### src/rtl/tart_hilbert_tmux_pkg.sv
// Shared configuration for the TART correlator front end.
// Holds the antenna width, the time-multiplex rate, the counter width and
// the front-end state encoding. Other files import it with
// import tart_hilbert_tmux_pkg::*.
package tart_hilbert_tmux_pkg;

  localparam int NUM_ANTENNA = 24;
  localparam int TMUX_RATE   = 12;
  localparam int TBITS       = 4;

  typedef enum logic [1:0] {
    ST_IDLE  = 2'b00,
    ST_PRIME = 2'b01,
    ST_RUN   = 2'b10
  } tmux_state_e;

endpackage

### src/rtl/tart_hilbert_tmux_tmux_sequencer.sv
// Time-multiplex slot counter, reusable by any TMUX stage.
// Ports:
//   clk_x  in   fast clock
//   rst_i  in   synchronous active-high reset
//   en_i   in   enable; counter is held at 0 while low
//   tick_o out  combinational, high in the last slot (cnt==TRATE-1) while enabled
//   cnt_o  out  current slot number, 0..TRATE-1
module tmux_sequencer #(
  parameter int TRATE = 12,
  parameter int TBITS = 4
) (
  input  logic             clk_x,
  input  logic             rst_i,
  input  logic             en_i,
  output logic             tick_o,
  output logic [TBITS-1:0] cnt_o
);

  localparam logic [TBITS-1:0] LAST = TBITS'(TRATE - 1);

  logic [TBITS-1:0] cnt_q, cnt_d;
  // en_q marks that en_i was already high on the previous edge. The first
  // enabled edge only aligns the counter to slot 0, so slot 0 lasts one full
  // cycle after the enabling edge and the first tick lands TRATE edges later.
  logic             en_q;

  always_comb begin
    cnt_d = '0;
    if (en_i && en_q) cnt_d = (cnt_q == LAST) ? '0 : cnt_q + 1'b1;
  end

  always_ff @(posedge clk_x) begin
    if (rst_i) begin
      cnt_q <= '0;
      en_q  <= 1'b0;
    end else begin
      cnt_q <= cnt_d;
      en_q  <= en_i;
    end
  end

  assign tick_o = en_i && (cnt_q == LAST);
  assign cnt_o  = cnt_q;

endmodule

### src/rtl/tart_hilbert_tmux.sv
// Correlator front end: samples the raw antenna word once per TRATE fast
// cycles and forms a one-sample-delay Hilbert pair (re = current sample,
// im = previous sample), plus the valid/strobe timing for the correlators.
// Ports:
//   clk_x    in   fast correlator clock (TRATE x sample rate)
//   rst_i    in   synchronous active-high reset
//   en_i     in   acquisition enable (already in clk_x domain)
//   d_i      in   raw antenna word, stable across each TRATE window
//   valid_o  out  re_o/im_o valid; stays high through RUN
//   strobe_o out  one-cycle pulse with each new re_o/im_o pair (slot 0)
//   re_o     out  current sample
//   im_o     out  previous sample
//   tick_o   out  TMUX slot counter, debug only
module tart_hilbert_tmux
  import tart_hilbert_tmux_pkg::*;
#(
  parameter int WIDTH = NUM_ANTENNA,
  parameter int TRATE = TMUX_RATE,
  parameter int TB    = TBITS
) (
  input  logic             clk_x,
  input  logic             rst_i,
  input  logic             en_i,
  input  logic [WIDTH-1:0] d_i,
  output logic             valid_o,
  output logic             strobe_o,
  output logic [WIDTH-1:0] re_o,
  output logic [WIDTH-1:0] im_o,
  output logic [TB-1:0]    tick_o
);

  logic        tick;
  logic [TB-1:0] cnt;

  tmux_sequencer #(.TRATE(TRATE), .TBITS(TB)) u_seq (
    .clk_x  (clk_x),
    .rst_i  (rst_i),
    .en_i   (en_i),
    .tick_o (tick),
    .cnt_o  (cnt)
  );

  tmux_state_e      state_q;
  logic             valid_q, strobe_q;
  logic [WIDTH-1:0] re_q, im_q;

  // Dropping en_i always forces a full re-prime, so im_q can never pair a
  // pre-drop sample with a post-drop one.
  always_ff @(posedge clk_x) begin
    if (rst_i) begin
      state_q  <= ST_IDLE;
      valid_q  <= 1'b0;
      strobe_q <= 1'b0;
      re_q     <= '0;
      im_q     <= '0;
    end else if (!en_i) begin
      state_q  <= ST_IDLE;
      valid_q  <= 1'b0;
      strobe_q <= 1'b0;
    end else begin
      case (state_q)
        ST_IDLE: begin
          valid_q  <= 1'b0;
          strobe_q <= 1'b0;
          state_q  <= ST_PRIME;
        end
        ST_PRIME: begin
          strobe_q <= 1'b0;
          if (tick) begin
            re_q    <= d_i;
            state_q <= ST_RUN;
          end
        end
        ST_RUN: begin
          if (tick) begin
            im_q     <= re_q;
            re_q     <= d_i;
            strobe_q <= 1'b1;
            valid_q  <= 1'b1;
          end else begin
            strobe_q <= 1'b0;
          end
        end
        default: begin
          state_q  <= ST_IDLE;
          valid_q  <= 1'b0;
          strobe_q <= 1'b0;
        end
      endcase
    end
  end

  assign valid_o  = valid_q;
  assign strobe_o = strobe_q;
  assign re_o     = re_q;
  assign im_o     = im_q;
  assign tick_o   = cnt;

endmodule

### config.mk
export PLATFORM = sky130hd
export DESIGN_NAME = tart_hilbert_tmux
export DESIGN_NICKNAME = d
export VERILOG_FILES = /design/src/rtl/tart_hilbert_tmux_pkg.sv /design/src/rtl/tart_hilbert_tmux_tmux_sequencer.sv /design/src/rtl/tart_hilbert_tmux.sv
export SDC_FILE = /design/constraint.sdc
export NUM_CORES = 1
export LEC_CHECK = 0
export ABC_AREA = 1
export BUFFER_PORTS_ARGS = -buffer_cell sky130_fd_sc_hd__buf_2
export CORE_ASPECT_RATIO = 2
export CORE_MARGIN = 2
export CORE_UTILIZATION = 53
export DETAILED_ROUTE_END_ITERATION = 10
export GPL_TIMING_DRIVEN = 0
export PLACE_DENSITY = 0.91
export SLEW_MARGIN = 20
export SYNTH_ARGS = -nofsm -noshare
export SYNTH_HDL_FRONTEND = slang
export SYNTH_SLANG_ARGS = --single-unit
### constraint.sdc
create_clock -name clk_x -period 2.2 [get_ports clk_x]
set_input_delay 0.33 -clock clk_x [delete_from_list [all_inputs] [get_ports clk_x]]
set_output_delay 0.33 -clock clk_x [all_outputs]
set_load 0.1 [all_outputs]
# --- After elaboration in Yosys (flattened, before gate mapping) ---
# Index checks and enable logic that the tools add are counted.
classes:
  n_eq_ne: 5
  n_bitwise: 4
  n_addsub: 1
  reduce_logical: 11
  n_mux: 5
ops:
  columns: ["operator", "count"]
  rows:
  - ["$pmux 2 s3", 1]
  - ["$reduce_and 3->1", 2]
  - ["$reduce_or 3->1", 2]
  - ["$add 4x1->4 const B", 1]
  - ["$eq 4x4->1 const B", 1]
  - ["$ne 2x2->1 const B", 2]
  - ["$not 1->1", 4]
  - ["$reduce_and 2->1", 2]
  - ["$reduce_or 2->1", 2]
  - ["$eq 2x1->1 const B", 1]
  - ["$eq 2x2->1 const B", 1]
  - ["$logic_and 1x1->1", 2]
  - ["$logic_not 2->1", 1]
  - ["$mux 1", 2]
  - ["$mux 2", 1]
  - ["$pmux 1 s2", 1]
totals:
  ff_bits: 57
  input_bits: 27
  elab_cells: 33
  out_inout_bits: 54

# --- Longest topological paths before layout ---
# Gate-level depths: netlist of run 1.
depth:
  depth_word: 4
  mapped_depth: 8

# --- Hierarchy ---
# Synthesis of run 1 repeated with hierarchy kept, for this count alone.
hier_totals:
  cells_unflattened: 365
  hier_area_um2: 2448.6
modules_own_cells:
  columns: ["module", "instances", "area_per_inst_um2", "seq_area_each_um2", "cells_each"]
  rows:
  - ["tart_hilbert_tmux", 1, 2245.9, 1041.0, 341]
  - ["tmux_sequencer", 1, 202.7, 100.1, 24]

# --- Least setup slack after synthesis of run 1 ---
# No wires, ideal clock.
synth_path:
  path_kind: "register -> register"
  from: "reg u_seq.cnt_q[0], in the netlist u_seq.cnt_o[0]"
  to: "reg re_q[10], in the netlist re_o[10]"
  required_time_ns: 2.135
  setup_time_ns: 0.065
  path_buffers: 2
  arrival_time_ns: 2.082
  slack_ns: 0.053
  stages_incl_launch_ff: 8
  cell_sequence: "dfxtp_1 > ha_1 > nand4_4 > nor2_4 > buf_6 > buf_6 > nor2_1 > nor2_1"
synth_between:
  elab_chain_len: 3
synth_rtl:
  columns: ["element", "line_no", "rtl"]
  rows:
  - ["from (decl)", "tart_hilbert_tmux_tmux_sequencer.sv:21", "logic [TBITS-1:0] cnt_q, cnt_d;"]
  - ["from (signal assigned)", "tart_hilbert_tmux_tmux_sequencer.sv:37", "cnt_q <= cnt_d;"]
  - ["$eq 4x4->1", "tart_hilbert_tmux_tmux_sequencer.sv:42", "assign tick_o = en_i && (cnt_q == LAST);"]
  - ["$logic_and 1x1->1", "tart_hilbert_tmux_tmux_sequencer.sv:42", null]
  - ["$reduce_and 3->1 (no line)", null, null]
  - ["to (signal assigned)", "tart_hilbert_tmux.sv:70", "re_q <= d_i;"]
  - ["to (signal assigned)", "tart_hilbert_tmux.sv:77", "re_q <= d_i;"]
  - ["to (decl)", "tart_hilbert_tmux.sv:45", "logic [WIDTH-1:0] re_q, im_q;"]
# No other way between the ends.
# A chain may end at the register's enable or synchronous reset.

# --- Worst setup path after layout of run 1 ---
layout_path:
  from: "reg u_seq.cnt_q[3], in the netlist u_seq.cnt_o[3]"
  to: "out tick_o[3]"
layout_rtl:
  columns: ["element", "line_no", "rtl"]
  rows:
  - ["to (decl)", "tart_hilbert_tmux.sv:29", "output logic [TB-1:0] tick_o"]
# No word-level cell between the ends.

==> results of run 1 <==
[routing by layer]
metal	vias up	routed length, um
met4	0	150
met1	962	1944
met3	17	294
met2	68	2962
li1	1202	-
met5	-	0
[power breakdown]
group	switching [mW]	internal (mW)
sequential	0.00380	1.04
combinational	0.0642	0.0432
clock	0.408	0.777
total	0.476	1.86
[worst min-delay path by stage]
stage | to | startpoint
floorplan | strobe_o | rst_i
global placement | u_seq.cnt_o[0] | u_seq.cnt_o[0]
detailed placement | u_seq.cnt_o[0] | u_seq.cnt_o[0]
CTS | strobe_o | rst_i
global route | strobe_o | rst_i
finish | strobe_o | rst_i
[cell usage after synthesis]
| cell | instances |
|---|---|
| nor2_1 | 104 |
| inv_1 | 58 |
| nand4_4 | 1 |
| nand2_1 | 101 |
| a21oi_1 | 4 |
| nor3_1 | 1 |
| ha_1 | 5 |
| nor2_4 | 2 |
| dfxtp_1 | 57 |
| buf_6 | 6 |
| buf_1 | 4 |
| or2_2 | 2 |
| nand3_1 | 5 |
| buf_2 | 5 |
| o21ai_0 | 1 |
[cell type report]
| class | instances | share of cell area [%] |
|---|---|---|
| flip-flops and latches | 57 | 36.57 |
| multi-input cells | 226 | 30.23 |
| repair buffers | 80 | 12.83 |
| inverters | 58 | 6.977 |
| clock buffers | 10 | 4.411 |
| plain buffers | 15 | 3.448 |
| clock inverters | 6 | 3.368 |
| well taps | 54 | 2.165 |
[flip-flops by register name, summed over array words and instances (netlist names)]
| name | count |
|---|---|
| im_o | 24 |
| re_o | 24 |
| u_seq.cnt_o | 4 |
| state_q | 2 |
| strobe_o | 1 |
| u_seq.en_q | 1 |
| valid_o | 1 |
[worst register-to-register path, delay by kind of cell (launching register included)]
family | cells | cell delay, ns
buf+inv | 2 | 0.30
simple gates | 4 | 0.53
flops | 1 | 0.38
fa+ha+maj | 1 | 0.27
[logic make-up (layout without fill, tap and decap cells)]
family          Yosys count  count (layout)
buf+inv                  73             169
fa+ha+maj                 5               5
flops                    57              57
compound gates            5               5
simple gates            216             216
[through the flow]
stage	cell area, um^2	worst slack [ns]	power, mW	utilization [%]	hold slack (ns)
detailed placement	2878	0.6891	1.170	65.68	0.4596
global placement	2878	0.7284	1.167	65.68	0.4473
global route	3120	0.4713	2.397	71.22	0.1876
CTS	3120	0.6190	2.349	71.22	0.1739
finish	3120	0.6305	2.333	71.22	0.1838
floorplan	2410	0.05257	1.130	-	0.4068
==> impl_metrics.json, run 1 <==
{
  "status": "completed",
  "critical_path_buf_inv_count": 1,
  "met3_usage_pct": 8.258,
  "gp_congestion": 0.7592,
  "grt_overflow_total": 0,
  "setup_violations": 0,
  "final_cell_mix": "nor2_1, nand2_1, buf_2",
  "drt-pass1-iter-count": 5,
  "dieWidth_um": 51.68,
  "tns_ns": 0,
  "maxCapViolations": 0,
  "synth_top_family_by_area": "simple AND/OR/NAND/NOR gates",
  "yosys.area_share.simple_pct": 35.51,
  "grt_max_degree": 11,
  "cts_tree": "built",
  "routedWlPerCell_um": 10.58,
  "path_clk_slew_ns": 0.06,
  "vias_per_cell": 4.445,
  "cts-root-buf": "clkbuf_8",
  "post-route-period-util_pct": 71.34,
  "clk_path_buf_depth": 2,
  "seq_area_frac_synth_pct": 47.35,
  "criticalPathCategory": "flop to primary output",
  "drive_gt1_share_pct": 24.78,
  "dp_cells": 490,
  "hold_depth": 2,
  "hpwl_mm": 4.074,
  "endpoint_kind": "primary output",
  "max-slew-margin-rel_pct": 66.42,
  "stdcell_count": 506,
  "grt_use_met1_pct": 20.93,
  "top_level_ports": 81,
  "rsz0062_at_grt": "false",
  "dieArea_um2": 5135,
  "syn_area_per_cell_um2": 6.769,
  "place.port_buffers": 80,
  "vdd_drop_max_mv": 0.6742,
  "syn_nets": 388,
  "drv_slew": 0,
  "r2r-start": "u_seq.cnt_o[0]",
  "first_global_vias": 2155,
  "first_iter_violations": 45,
  "numCtsBuffers": 9,
  "initial_core_util_pct": 55.00,
  "synth_compound_area_share_pct": 1.038,
  "syn_area_um2": 2410,
  "num_rows": 34,
  "layout_commonest_cell": "nor2_1",
  "ys_warn_count": 0,
  "start_kind": "flop",
  "antenna_found_initial": 0,
  "synth-adder-area-share_pct": 2.596,
  "crit_fanout": 5,
  "clock_latency_ns": 0.33,
  "min_path_type": "primary input to flop",
  "p_per_area_nw_per_um2": 747.6,
  "antenna_cells": 0,
  "crit_required_ns": 1.87,
  "timing.rr.end": "re_o[10]",
  "cp-startpoint": "u_seq.cnt_o[3]",
  "worstRegToRegCells": 7,
  "top_usage_layer": "met2",
  "fmax_ghz": 0.6371,
  "hold_viol": 0,
  "cp-endpoint": "tick_o[3]",
  "die_y_um": 99.36,
  "core_um2": 4382,
  "grt_pass1_wl_mm": 8.742,
  "finalNetCount": 479,
  "synth_cells": 356,
  "yosys.area_share.xor_xnor_pct": 0,
  "grtUsageTotal_pct": 22.88,
  "grtUsageMet2_pct": 41.52,
  "cts_setup_buffers": 0,
  "ant_nets": 0,
  "drcViolationCount": 0,
  "tightest_slew_ns": 0.5073,
  "max_stage_delay_ns": 0.47,
  "cts-resized-gates": 0,
  "synth_mux_area_share_pct": 0,
  "synth_cell_types": 15,
  "syn_to_final_growth_pct": 29.49,
  "dr_total_vias": 2249,
  "cp.arrival_ns": 1.24,
  "ys_seq_elements": 57,
  "htreeDepth": 3,
  "synth_top_cell_area_share_pct": 47.35,
  "crit_family": "buffers and inverters",
  "crit_cells": 1,
  "fillers": 362,
  "cellLeakagePower_nw": 1.603,
  "r2r_slack_ns": 0.66,
  "seqCellArea_um2": 1141,
  "crit_chain": "buf_2",
  "netlist_top_cells_area": "dfxtp_1, nor2_1, nand2_1",
  "yosysTopAreaCell": "dfxtp_1",
  "drt-total-wl_mm": 5.352,
  "slowest_stage": "buf_2",
  "fin_crit_ns": 1.570,
  "fin_worst_skew_ns": 0.007266,
  "postCtsHoldBufs": 0,
  "multi_input_area_um2": 943.4,
  "cts_sinks": 57
}
(Power assumes the default switching activity.)
==> run 2: changes to the inputs <==
--- a/config.mk
+++ b/config.mk
@@ -9,10 +9,10 @@
 export BUFFER_PORTS_ARGS = -buffer_cell sky130_fd_sc_hd__buf_2
 export CORE_ASPECT_RATIO = 2
 export CORE_MARGIN = 2
-export CORE_UTILIZATION = 53
+export CORE_UTILIZATION = 50
 export DETAILED_ROUTE_END_ITERATION = 10
 export GPL_TIMING_DRIVEN = 0
-export PLACE_DENSITY = 0.91
+export PLACE_DENSITY = 0.87
 export SLEW_MARGIN = 20
 export SYNTH_ARGS = -nofsm -noshare
 export SYNTH_HDL_FRONTEND = slang
==> constraint.sdc (replaced) <==
create_clock -name clk_x -period 1.6 [get_ports clk_x]
set_input_delay 0.24 -clock clk_x [delete_from_list [all_inputs] [get_ports clk_x]]
set_output_delay 0.24 -clock clk_x [all_outputs]
set_load 0.1 [all_outputs]
==> impl_metrics.json, run 2 (synthesis results as in run 1) <==
{
  "switchingPower_mw": 0.6348,
  "setup_violations": 0,
  "drt-pass1-iter-count": 4,
  "gp_congestion": 0.7943,
  "initial_core_util_pct": 51.91,
  "clock_latency_ns": 0.34,
  "dr_total_vias": 2248,
  "p_per_area_nw_per_um2": 933.2,
  "numCtsBuffers": 9,
  "status": "completed",
  "max_stage_delay_ns": 0.38,
  "drcViolationCount": 0,
  "maxCapViolations": 0,
  "core_um2": 4642,
  "antenna_cells": 0,
  "drv_slew": 0,
  "crit_fanout": 10,
  "die_y_um": 102.2,
  "dieWidth_um": 53.09,
  "dieArea_um2": 5425,
  "hold_ws_ns": 0.09513,
  "htreeDepth": 3,
  "place.port_buffers": 80,
  "start_kind": "flop",
  "hold_viol": 0,
  "crit_chain": "inv_1 > ha_1 > inv_1 > nor2_4 > buf_6 > buf_6 > nor2_1 > nor2_1",
  "slowest_stage": "dfxtp_1",
  "rsz0062_at_grt": "false",
  "p_seq_share_pct": 49.7,
  "fin_worst_skew_ns": 0.007945,
  "r2r-start": "state_q[0]",
  "stdcell_count": 507,
  "crit_family": "buffers and inverters",
  "switching_share_pct": 22.08,
  "final_cell_mix": "nor2_1, nand2_1, buf_2",
  "pwr-share-clk_pct": 45.1,
  "first_iter_violations": 40,
  "grt_overflow_total": 0,
  "tightest_slew_ns": 0.5181,
  "first_global_vias": 2062,
  "grt_pass1_wl_mm": 8.431,
  "ant_nets": 0,
  "crit_required_ns": 1.83,
  "post-route-period-util_pct": 92.31,
  "final_util_pct": 66.36,
  "antenna_found_initial": 0,
  "min_from": "rst_i",
  "p_int_mw": 2.240,
  "cts-root-buf": "clkbuf_8",
  "cts_setup_buffers": 0,
  "vdd_drop_max_mv": 0.8630,
  "vias_per_cell": 4.434,
  "grt_max_degree": 11,
  "fmax_ghz": 0.6771,
  "drt-total-wl_mm": 5.403,
  "min_path_type": "primary input to flop",
  "routedWlPerCell_um": 10.66,
  "dp_cells": 491,
  "drive_gt1_share_pct": 25.00,
  "finalNetCount": 479,
  "path_clk_slew_ns": 0.06,
  "fillers": 449,
  "tns_ns": 0,
  "syn_to_final_growth_pct": 27.83,
  "max-slew-margin-rel_pct": 65.70,
  "fin_crit_ns": 1.477,
  "layout_setup_ws_ns": 0.1231,
  "cp.arrival_ns": 1.71,
  "endpoint_kind": "flop",
  "grtUsageTotal_pct": 21.44,
  "criticalPathCategory": "flop to flop",
  "cellLeakagePower_nw": 1.577,
  "clk_path_buf_depth": 2,
  "cts_sinks": 57,
  "critical_path_buf_inv_count": 4,
  "hpwl_mm": 4.183,
  "cts_tree": "built",
  "layout_commonest_cell": "nor2_1",
  "num_rows": 35,
  "cp-startpoint": "state_q[0]",
  "power_frac_comb_pct": 5.2,
  "cts-resized-gates": 0,
  "place_ws_ns": 0.1075,
  "top_level_ports": 81,
  "postCtsHoldBufs": 0
}
[run 2: cell types whose count changed in the layout (fill, tap and decap cells not counted), sizes merged]
cell	change
clkinv	-1
bufinv	-2
buf	-1
clkbuf	+4
[run 2: metrics by stage]
stage / instance area, um^2 / total power [mW]
after floorplan: 2420 / 1.551
after global placement: 2889 / 1.601
after detailed placement: 2889 / 1.607
after CTS: 3078 / 2.891
after global routing: 3080 / 2.969
final: 3080 / 2.875
[run 2: layout make-up]
type,count,area [um^2],share of cell area [%]
clock buffers,13,148.9,4.833
plain buffers,15,110.1,3.574
clock inverters,3,40.04,1.300
multi-input cells,226,943.4,30.63
well taps,55,68.82,2.234
flip-flops and latches,57,1151,37.37
repair buffers,80,400.4,13.00
inverters,58,217.7,7.067
[run 2: final timing paths]
kind	slack, ns	endpoint	cells after the start
max	0.12	im_o[21]	8
max reg2reg	0.12	im_o[21]	8
min	0.1	strobe_o	2
min reg2reg	0.43	u_seq.cnt_o[0]	1
[run 2: per-layer routing]
| layer | track usage [%] | vias to the layer above | share of wire, % |
|---|---|---|---|
| met5 | 0 | - | 0 |
| met4 | 14.40 | 0 | 4.0 |
| met3 | 6.140 | 20 | 5.0 |
| met2 | 39.71 | 67 | 55 |
| met1 | 18.74 | 957 | 36 |
| li1 | - | 1204 | - |
[run 2: power groups by stage]
| stage | Combinational, mW | Clock (mW) | Sequential (mW) |
|---|---|---|---|
| detailed placement | 0.147 | 0 | 1.46 |
| global placement | 0.142 | 0 | 1.46 |
| global route | 0.167 | 1.37 | 1.43 |
| floorplan | 0.0880 | 0 | 1.46 |
| CTS | 0.149 | 1.31 | 1.43 |
| finish | 0.149 | 1.30 | 1.43 |
==> run 3: changes to the inputs <==
--- a/config.mk
+++ b/config.mk
@@ -9,10 +9,10 @@
 export BUFFER_PORTS_ARGS = -buffer_cell sky130_fd_sc_hd__buf_2
 export CORE_ASPECT_RATIO = 2
 export CORE_MARGIN = 2
-export CORE_UTILIZATION = 50
+export CORE_UTILIZATION = 45
 export DETAILED_ROUTE_END_ITERATION = 10
 export GPL_TIMING_DRIVEN = 0
-export PLACE_DENSITY = 0.87
+export PLACE_DENSITY = 0.83
 export SLEW_MARGIN = 20
 export SYNTH_ARGS = -nofsm -noshare
 export SYNTH_HDL_FRONTEND = slang
==> constraint.sdc (replaced) <==
create_clock -name clk_x -period 1.3 [get_ports clk_x]
set_input_delay 0.195 -clock clk_x [delete_from_list [all_inputs] [get_ports clk_x]]
set_output_delay 0.195 -clock clk_x [all_outputs]
set_load 0.1 [all_outputs]
==> impl_metrics.json, run 3 (synthesis results as in run 1) <==
{
  "status": "complete, but fails checks",
  "violations": "setup timing",
  "vias_per_cell": 4.467,
  "ant_nets": 0,
  "tightest_slew_ns": 0.4904,
  "min_to": "strobe_o",
  "routedWlPerCell_um": 11.47,
  "fin_worst_skew_ns": 0.005570,
  "criticalPathCategory": "flop to flop",
  "min_path_type": "primary input to flop",
  "cts_tree": "built",
  "grt_max_degree": 11,
  "worstRegToRegCells": 9,
  "start_kind": "flop",
  "max-slew-margin-rel_pct": 67.53,
  "fin_area_um2": 3476,
  "cts-root-buf": "clkbuf_8",
  "power_frac_comb_pct": 6.0,
  "maxCapViolations": 0,
  "p_seq_share_pct": 50.1,
  "hold_viol": 0,
  "die_y_um": 107.5,
  "r2r_slack_ns": -0.06,
  "hold_ws_ns": 0.07378,
  "drcViolationCount": 0,
  "grtUsageTotal_pct": 19.68,
  "postCtsHoldBufs": 0,
  "gp_congestion": 0.8460,
  "rsz0062_at_grt": "true",
  "drv_slew": 0,
  "setup_violations": 25,
  "timing.rr.end": "re_o[5]",
  "place_ws_ns": -0.1525,
  "hpwl_mm": 4.185,
  "fin_crit_ns": 1.356,
  "cts_sinks": 57,
  "drive_gt1_share_pct": 32.69,
  "antenna_found_initial": 0,
  "first_global_vias": 2117,
  "seqCellArea_um2": 1159,
  "fillers": 415,
  "dieWidth_um": 55.75,
  "switching_share_pct": 23.43,
  "initial_core_util_pct": 46.90,
  "num_rows": 37,
  "r2r-start": "state_q[1]",
  "drt-pass1-iter-count": 4,
  "path_clk_slew_ns": 0.06,
  "fmax_ghz": 0.7375,
  "vdd_drop_max_mv": 0.8259,
  "post-route-period-util_pct": 104.3,
  "drt-total-wl_mm": 5.999,
  "crit_fanout": 8,
  "clk_path_buf_depth": 2,
  "final_util_pct": 67.64,
  "cellLeakagePower_nw": 1.695,
  "grt_pass1_wl_mm": 9.080,
  "switchingPower_mw": 0.8202,
  "layout_setup_ws_ns": -0.05601,
  "multi_input_area_um2": 1021,
  "grt_overflow_total": 0,
  "layout_commonest_cell": "nor2_1",
  "numCtsBuffers": 9,
  "p_per_area_nw_per_um2": 1007,
  "p_int_mw": 2.680,
  "endpoint_kind": "flop",
  "pwr-share-clk_pct": 43.9,
  "cp.arrival_ns": 1.58,
  "hold_depth": 2,
  "htreeDepth": 3,
  "place_area_um2": 2910,
  "finalNetCount": 492,
  "clock_latency_ns": 0.33,
  "core_um2": 5139,
  "dieArea_um2": 5992,
  "antenna_cells": 0,
  "place.port_buffers": 80,
  "dr_total_vias": 2336,
  "crit_required_ns": 1.52,
  "final_cell_mix": "nor2_1, nand2_1, inv_1",
  "syn_to_final_growth_pct": 44.24,
  "min_from": "rst_i",
  "first_iter_violations": 61,
  "top_level_ports": 81
}
## run 3: cell type report
type | count | share of cell area [%]
buffer | 15 | 3.960
clock inverter | 5 | 0.7919
inverter | 58 | 6.264
multi-input combinational | 226 | 29.37
sequential | 57 | 33.33
clock buffer | 11 | 4.680
tap | 58 | 2.088
timing repair buffer | 93 | 19.51
## run 3: repair_timing
action                                  in CTS  in global routing
setup buffers                                9                  1
cloned                                       2                  1
endpoints found under the setup margin      78                 72
gates resized for setup                     47                 40
pin swaps                                   11                 17
## run 3: per-stage QoR
step / setup TNS, ns / std cells / total power, mW
after floorplan: -8.320 / 356 / 1.905
after global placement: -3.313 / 494 / 1.968
after detailed placement: -5.306 / 494 / 1.973
after CTS: -0.7761 / 521 / 3.500
after global routing: -4.303 / 523 / 3.624
final: -0.6741 / 523 / 3.500
## run 3: worst max-delay path, cell delays in order (launching register included)
cell and delay (ns):
dfxtp_2 0.33, inv_2 0.06, ha_4 0.26, inv_2 0.04, nor2_4 0.15, buf_12 0.16, buf_12 0.12, nand2_2 0.04
nand2_1 0.05, nor2_1 0.04
## run 3: how the worst max path moves through the flow
stage / from / depth (start not counted) / slack [ns] / end
after global routing: u_seq.cnt_o[2] / 7 / -0.13 / im_o[6]
after CTS: u_seq.cnt_o[0] / 7 / -0.05 / re_o[18]
after global placement: state_q[0] / 8 / -0.1 / im_o[0]
after detailed placement: state_q[0] / 8 / -0.15 / im_o[7]
after floorplan: u_seq.cnt_o[0] / 7 / -0.19 / re_o[10]
final: state_q[1] / 9 / -0.06 / re_o[5]
## run 3: power by group through the flow
stage / sequential (mW) / clock, mW / combinational (mW)
floorplan: 1.80 / 0 / 0.108
global placement: 1.79 / 0 / 0.177
detailed placement: 1.79 / 0 / 0.181
CTS: 1.75 / 1.55 / 0.199
global route: 1.75 / 1.64 / 0.236
finish: 1.75 / 1.54 / 0.211
## run 3: per-layer routing
| layer | wire, um | vias to the layer above | GRT usage [%] |
|---|---|---|---|
| met5 | 0 | - | 0 |
| met4 | 206 | 0 | 13.76 |
| met3 | 267 | 17 | 3.846 |
| met2 | 3326 | 66 | 37.07 |
| met1 | 2198 | 1022 | 18.30 |
| li1 | - | 1231 | - |
